--- src/rtl/rr_merge_arbiter.sv ---
// N-input round-robin merge onto one registered valid/ready output channel,
// with optional packet lock that holds the grant until the winner's last beat.
module rr_merge_arbiter #(
    parameter int N       = 4,
    parameter int WIDTH   = 33,
    parameter bit LOCK_EN = 1'b0,
    parameter int SELW    = ($clog2(N) > 1) ? $clog2(N) : 1
) (
    input  logic               clk,
    input  logic               rst,
    input  logic [N-1:0]       req_valid,
    input  logic [N*WIDTH-1:0] req_data,
    input  logic [N-1:0]       req_last,
    output logic [N-1:0]       req_ready,
    output logic               out_valid,
    output logic [WIDTH-1:0]   out_data,
    output logic [SELW-1:0]    out_sel,
    output logic               out_last,
    input  logic               out_ready
);

    typedef enum logic {
        UNLOCKED,
        LOCKED
    } lock_state_t;

    lock_state_t       lock_state;
    logic [SELW-1:0]   lock_idx;
    logic [SELW-1:0]   ptr;
    logic [SELW-1:0]   win;
    logic [SELW-1:0]   win_next;
    logic [SELW:0]     idx;
    logic [N-1:0]      elig;
    logic              found;
    logic              acc;

    always_comb begin
        acc = !rst && (!out_valid || out_ready);

        // While locked only the lock owner may compete, even when it is idle.
        elig = req_valid;
        if (lock_state == LOCKED) begin
            elig           = '0;
            elig[lock_idx] = req_valid[lock_idx];
        end

        // Search ptr, ptr+1, ... with an explicit wrap so non-power-of-two N works.
        found = 1'b0;
        win   = '0;
        idx   = '0;
        for (int unsigned k = 0; k < N; k++) begin
            idx = (SELW+1)'(ptr) + (SELW+1)'(k);
            if (idx >= (SELW+1)'(N))
                idx = idx - (SELW+1)'(N);
            if (!found && elig[idx[SELW-1:0]]) begin
                found = 1'b1;
                win   = idx[SELW-1:0];
            end
        end

        win_next = (win == SELW'(N-1)) ? '0 : win + 1'b1;

        req_ready = '0;
        if (acc && found)
            req_ready[win] = 1'b1;
    end

    always_ff @(posedge clk) begin
        if (rst) begin
            out_valid  <= 1'b0;
            out_data   <= '0;
            out_sel    <= '0;
            out_last   <= 1'b0;
            ptr        <= '0;
            lock_idx   <= '0;
            lock_state <= UNLOCKED;
        end else if (acc) begin
            if (found) begin
                out_valid <= 1'b1;
                out_data  <= req_data[win*WIDTH +: WIDTH];
                out_sel   <= win;
                out_last  <= req_last[win];
                if (LOCK_EN && !req_last[win]) begin
                    lock_state <= LOCKED;
                    lock_idx   <= win;
                end else begin
                    lock_state <= UNLOCKED;
                    ptr        <= win_next;
                end
            end else begin
                out_valid <= 1'b0;
            end
        end
    end

endmodule

--- config.mk ---
export PLATFORM = sky130hd
export DESIGN_NAME = rr_merge_arbiter
export DESIGN_NICKNAME = d
export VERILOG_FILES = /design/src/rtl/rr_merge_arbiter.sv
export SDC_FILE = /design/constraint.sdc
export NUM_CORES = 1
export LEC_CHECK = 0
export ABC_AREA = 1
export ABC_CLOCK_PERIOD_IN_PS = 3100
export BUFFER_PORTS_ARGS = -buffer_cell sky130_fd_sc_hd__buf_2
export CORE_ASPECT_RATIO = 1.25
export CORE_MARGIN = 3
export CORE_UTILIZATION = 45
export DETAILED_ROUTE_END_ITERATION = 10
export GPL_ROUTABILITY_DRIVEN = 0
export PLACE_DENSITY = 0.87
export REMOVE_ABC_BUFFERS = 1
export SKIP_CTS_REPAIR_TIMING = 1
export SYNTH_ARGS = -nofsm -noshare
export SYNTH_HDL_FRONTEND = slang
export SYNTH_SLANG_ARGS = --single-unit
--- constraint.sdc ---
create_clock -name clk -period 3.1 [get_ports clk]
set_clock_uncertainty 0.2 [all_clocks]
set_input_delay 0.62 -clock clk [delete_from_list [all_inputs] [get_ports clk]]
set_output_delay 0.62 -clock clk [all_outputs]
set_load 0.05 [all_outputs]
==> impl_metrics.env <==
export IMPL_setup_worst_path_end_class="output pin"
export IMPL_core_area_sq_um=7840
export IMPL_worst_path_max_delay_cell="sky130_fd_sc_hd__dfxtp_4"
export IMPL_drc=0
export IMPL_io_buffer_count=183
export IMPL_multi_input_area_sq_um=1880
export IMPL_std_cell_rows=36
export IMPL_layout_filler_cells=859
export IMPL_holdCritPathClass="flop to flop"
export IMPL_timing_final_crit_period_ns=2.87
export IMPL_dp_cells=911
export IMPL_pin_count_of_the_biggest_net_entering_global_routing=66
export IMPL_path_clk_slew_ns=0.08
export IMPL_synthCells=667
export IMPL_cts_max_level=2
export IMPL_utilization=0.580
export IMPL_via_per_inst=4.97
export IMPL_synth_edff_count=0
export IMPL_drive_gt1_frac=0.265
export IMPL_nets=967
export IMPL_cp_cell_sequence="inv_4 > nand2_1 > nand2_1 > nand2_1 > nand2_1 > nor2_4 > nand3_2 > nand3_2 > inv_2 > ha_1 > inv_1 > nor2_1 > clkbuf_4"
export IMPL_cts_buffers=5
export IMPL_antenna_violating_nets_post_route=0
export IMPL_pre_cts_ws_ns=0.207
export IMPL_worst_path_max_fanout=10
export IMPL_die_x_microns=86.6
export IMPL_max_cap_violations=0
export IMPL_startpoint="ptr[0]$_SDFFE_PP0P_"
export IMPL_boundaryPins=184
export IMPL_main_area_contributors_after_synthesis="sky130_fd_sc_hd__dfxtp_1 (21%), sky130_fd_sc_hd__nand2_1 (21%), sky130_fd_sc_hd__inv_1 (17%)"
export IMPL_cts_root_buf="sky130_fd_sc_hd__clkbuf_8"
export IMPL_layout_cells_most_common="sky130_fd_sc_hd__nand2_1"
export IMPL_reg2regPathDepth=13
export IMPL_synth_seq_cells=39
export IMPL_clock_fmax_mhz=348
export IMPL_synth_distinct_cells=21
export IMPL_first_global_vias=4047
export IMPL_flow_area_growth_from_synthesis_pct=24.6
export IMPL_drt_total_wl_microns=10500
export IMPL_die_height_microns=107
export IMPL_synthesis_area_sq_um=3650
export IMPL_die_area_sq_um=9240
export IMPL_grt_total_usage=0.228
export IMPL_detailedRoute_firstPassIterationCount=4
export IMPL_layout_common_cells="sky130_fd_sc_hd__nand2_1 (206), sky130_fd_sc_hd__buf_2 (182), sky130_fd_sc_hd__inv_1 (170)"
export IMPL_tritoncts="built"
export IMPL_critPathMaxStageDelay_ns=0.39
export IMPL_power_ir_vdd_worst_mv=1.07
export IMPL_setup_ws_ns=0.225
export IMPL_arrival_ns=2.05
export IMPL_cts_sinks=39
export IMPL_grt_setup_unrepaired="no"
export IMPL_starting_density=0.466
export IMPL_regArea_sq_um=786
export IMPL_antenna_found_initial=0
export IMPL_reg2reg_slack_ns=0.72
export IMPL_yosys_warnings=0
export IMPL_synth_area_per_cell_sq_um=5.47
export IMPL_static_leakage_power_nw=3.09
export IMPL_avgRoutedWirePerCell_microns=11.5
export IMPL_seq_area_frac_synth=0.214
export IMPL_critical_path_endpoint="req_ready[3]"
export IMPL_synth_async_reset_ratio=0
export IMPL_crit_required_ns=2.28
export IMPL_dpl_hpwl_microns=7640
export IMPL_drt_iter0_drc=162
export IMPL_synth_top_cell_by_area="sky130_fd_sc_hd__dfxtp_1"
export IMPL_final_min_period_over_clock_period=0.927
export IMPL_worst_pin_slew_ns=0.686
export IMPL_grt_remaining_overflow=0
export IMPL_worstSkewPairLatency_ns=0.28
export IMPL_setup_violations_final=0
export IMPL_grt_pass1_wl_microns=17600
export IMPL_run_status="finished, final reports clean"
export IMPL_reg2reg_to="out_data[23]$_SDFFE_PP0P_"
export IMPL_synth_flop_cell="sky130_fd_sc_hd__dfxtp_1"
export IMPL_vias=4566
export IMPL_yosysTopAreaCellShare=0.214
export IMPL_stdcell_count=919
export IMPL_timing_critical_path_mode_cell="sky130_fd_sc_hd__nand2_1"
export IMPL_timing_rr_start="ptr[0]$_SDFFE_PP0P_"
export IMPL_final_max_slew_viol_count=0
export IMPL_worst_max_slew_margin_expressed_relative_to_the_limit=0.542
export IMPL_n_antenna_cell=0
export IMPL_worstSetupPathType="flop to output pin"
export IMPL_final_hold_viol_count=0
export IMPL_power_density_nw_per_um2=1240
export IMPL_cts_root_to_sink_buffers=2
export IMPL_start_kind="flop"
[flip-flops by register name, summed over array words and instances, names as in the netlist]
register and cells:
out_data 33, out_sel 2, ptr 2, out_last 1, out_valid 1
[synth_stat cells (3+ instances only)]
cell type                  number
sky130_fd_sc_hd__nor2_1         7
sky130_fd_sc_hd__nand2_2        3
sky130_fd_sc_hd__dfxtp_1       39
sky130_fd_sc_hd__inv_2          4
sky130_fd_sc_hd__nand3_1      111
sky130_fd_sc_hd__buf_6         11
sky130_fd_sc_hd__a21oi_1        4
sky130_fd_sc_hd__inv_1        170
sky130_fd_sc_hd__buf_4         11
sky130_fd_sc_hd__clkbuf_1       4
sky130_fd_sc_hd__buf_2         21
sky130_fd_sc_hd__nand3_2        4
sky130_fd_sc_hd__nand2_1      207
sky130_fd_sc_hd__nand4_1       64
[power breakdown]
group	switching [mW]	leakage (nW)	internal (mW)
Combinational	3.14	2.72	1.26
Clock	0.169	0.0422	0.158
Sequential	0.140	0.328	0.765
[per-layer routing]
| layer | share of wire | GRT usage | routed length (microns) | vias to the layer above |
|---|---|---|---|---|
| met5 | 0 | 0 | 0 | - |
| met4 | 0.022 | 0.0791 | 230 | 0 |
| met3 | 0.070 | 0.0407 | 734 | 22 |
| met1 | 0.40 | 0.269 | 4220 | 2011 |
| met2 | 0.51 | 0.409 | 5350 | 179 |
| li1 | - | - | - | 2354 |
[cells by family after synthesis]
family	after synthesis	share of synthesized area
buffers and inverters	223	0.271
and+or+nand+nor	397	0.501
adders and majority gates	1	0.00343
AOI/OAI and AO/OA	7	0.0106
DFF	39	0.214
[worst min path at each step]
stage	end	startpoint	slack [ns]	depth (start not counted)
4_1_cts	out_sel[0]$_SDFFE_PP0P_	out_sel[0]$_SDFFE_PP0P_	0.28	2
6_report	out_data[0]$_SDFFE_PP0P_	out_data[0]$_SDFFE_PP0P_	0.28	2
5_1_grt	out_data[0]$_SDFFE_PP0P_	out_data[0]$_SDFFE_PP0P_	0.31	2
3_5_place_dp	out_sel[0]$_SDFFE_PP0P_	out_sel[0]$_SDFFE_PP0P_	0.27	2
2_1_floorplan	ptr[1]$_SDFFE_PP0P_	ptr[1]$_SDFFE_PP0P_	0.32	2
3_3_place_gp	out_data[0]$_SDFFE_PP0P_	out_data[0]$_SDFFE_PP0P_	0.26	2
[per-stage QoR]
| stage | setup TNS, ns | instance area, sq um | hold slack, ns | total power, mW |
|---|---|---|---|---|
| after floorplan | -37.66 | 3320 | 0.322 | 4.16 |
| after detailed placement | 0 | 4460 | 0.273 | 5.31 |
| final | 0 | 4550 | 0.281 | 5.63 |
| after CTS | 0 | 4540 | 0.284 | 5.66 |
| after global placement | 0 | 4460 | 0.262 | 5.26 |
| after global routing | 0 | 4550 | 0.312 | 6.23 |
[area by class of cell]
class	instances	area share
Clock buffer	7	0.0168
Clock inverter	1	0.00110
Inverter	176	0.146
Multi-Input combinational cell	405	0.414
Sequential cell	39	0.173
Tap cell	95	0.0261
Timing Repair Buffer	196	0.223
[worst max-delay path: cells and delay by family, from the launching register on]
| kind | cells | cell delay (ns) |
|---|---|---|
| buffers and inverters | 4 | 0.52 |
| adder cells (fa/ha/maj) | 1 | 0.17 |
| flip-flops | 1 | 0.39 |
| AND/OR/NAND/NOR | 8 | 0.69 |
Note: power is estimated with default switching activity, not from simulation.
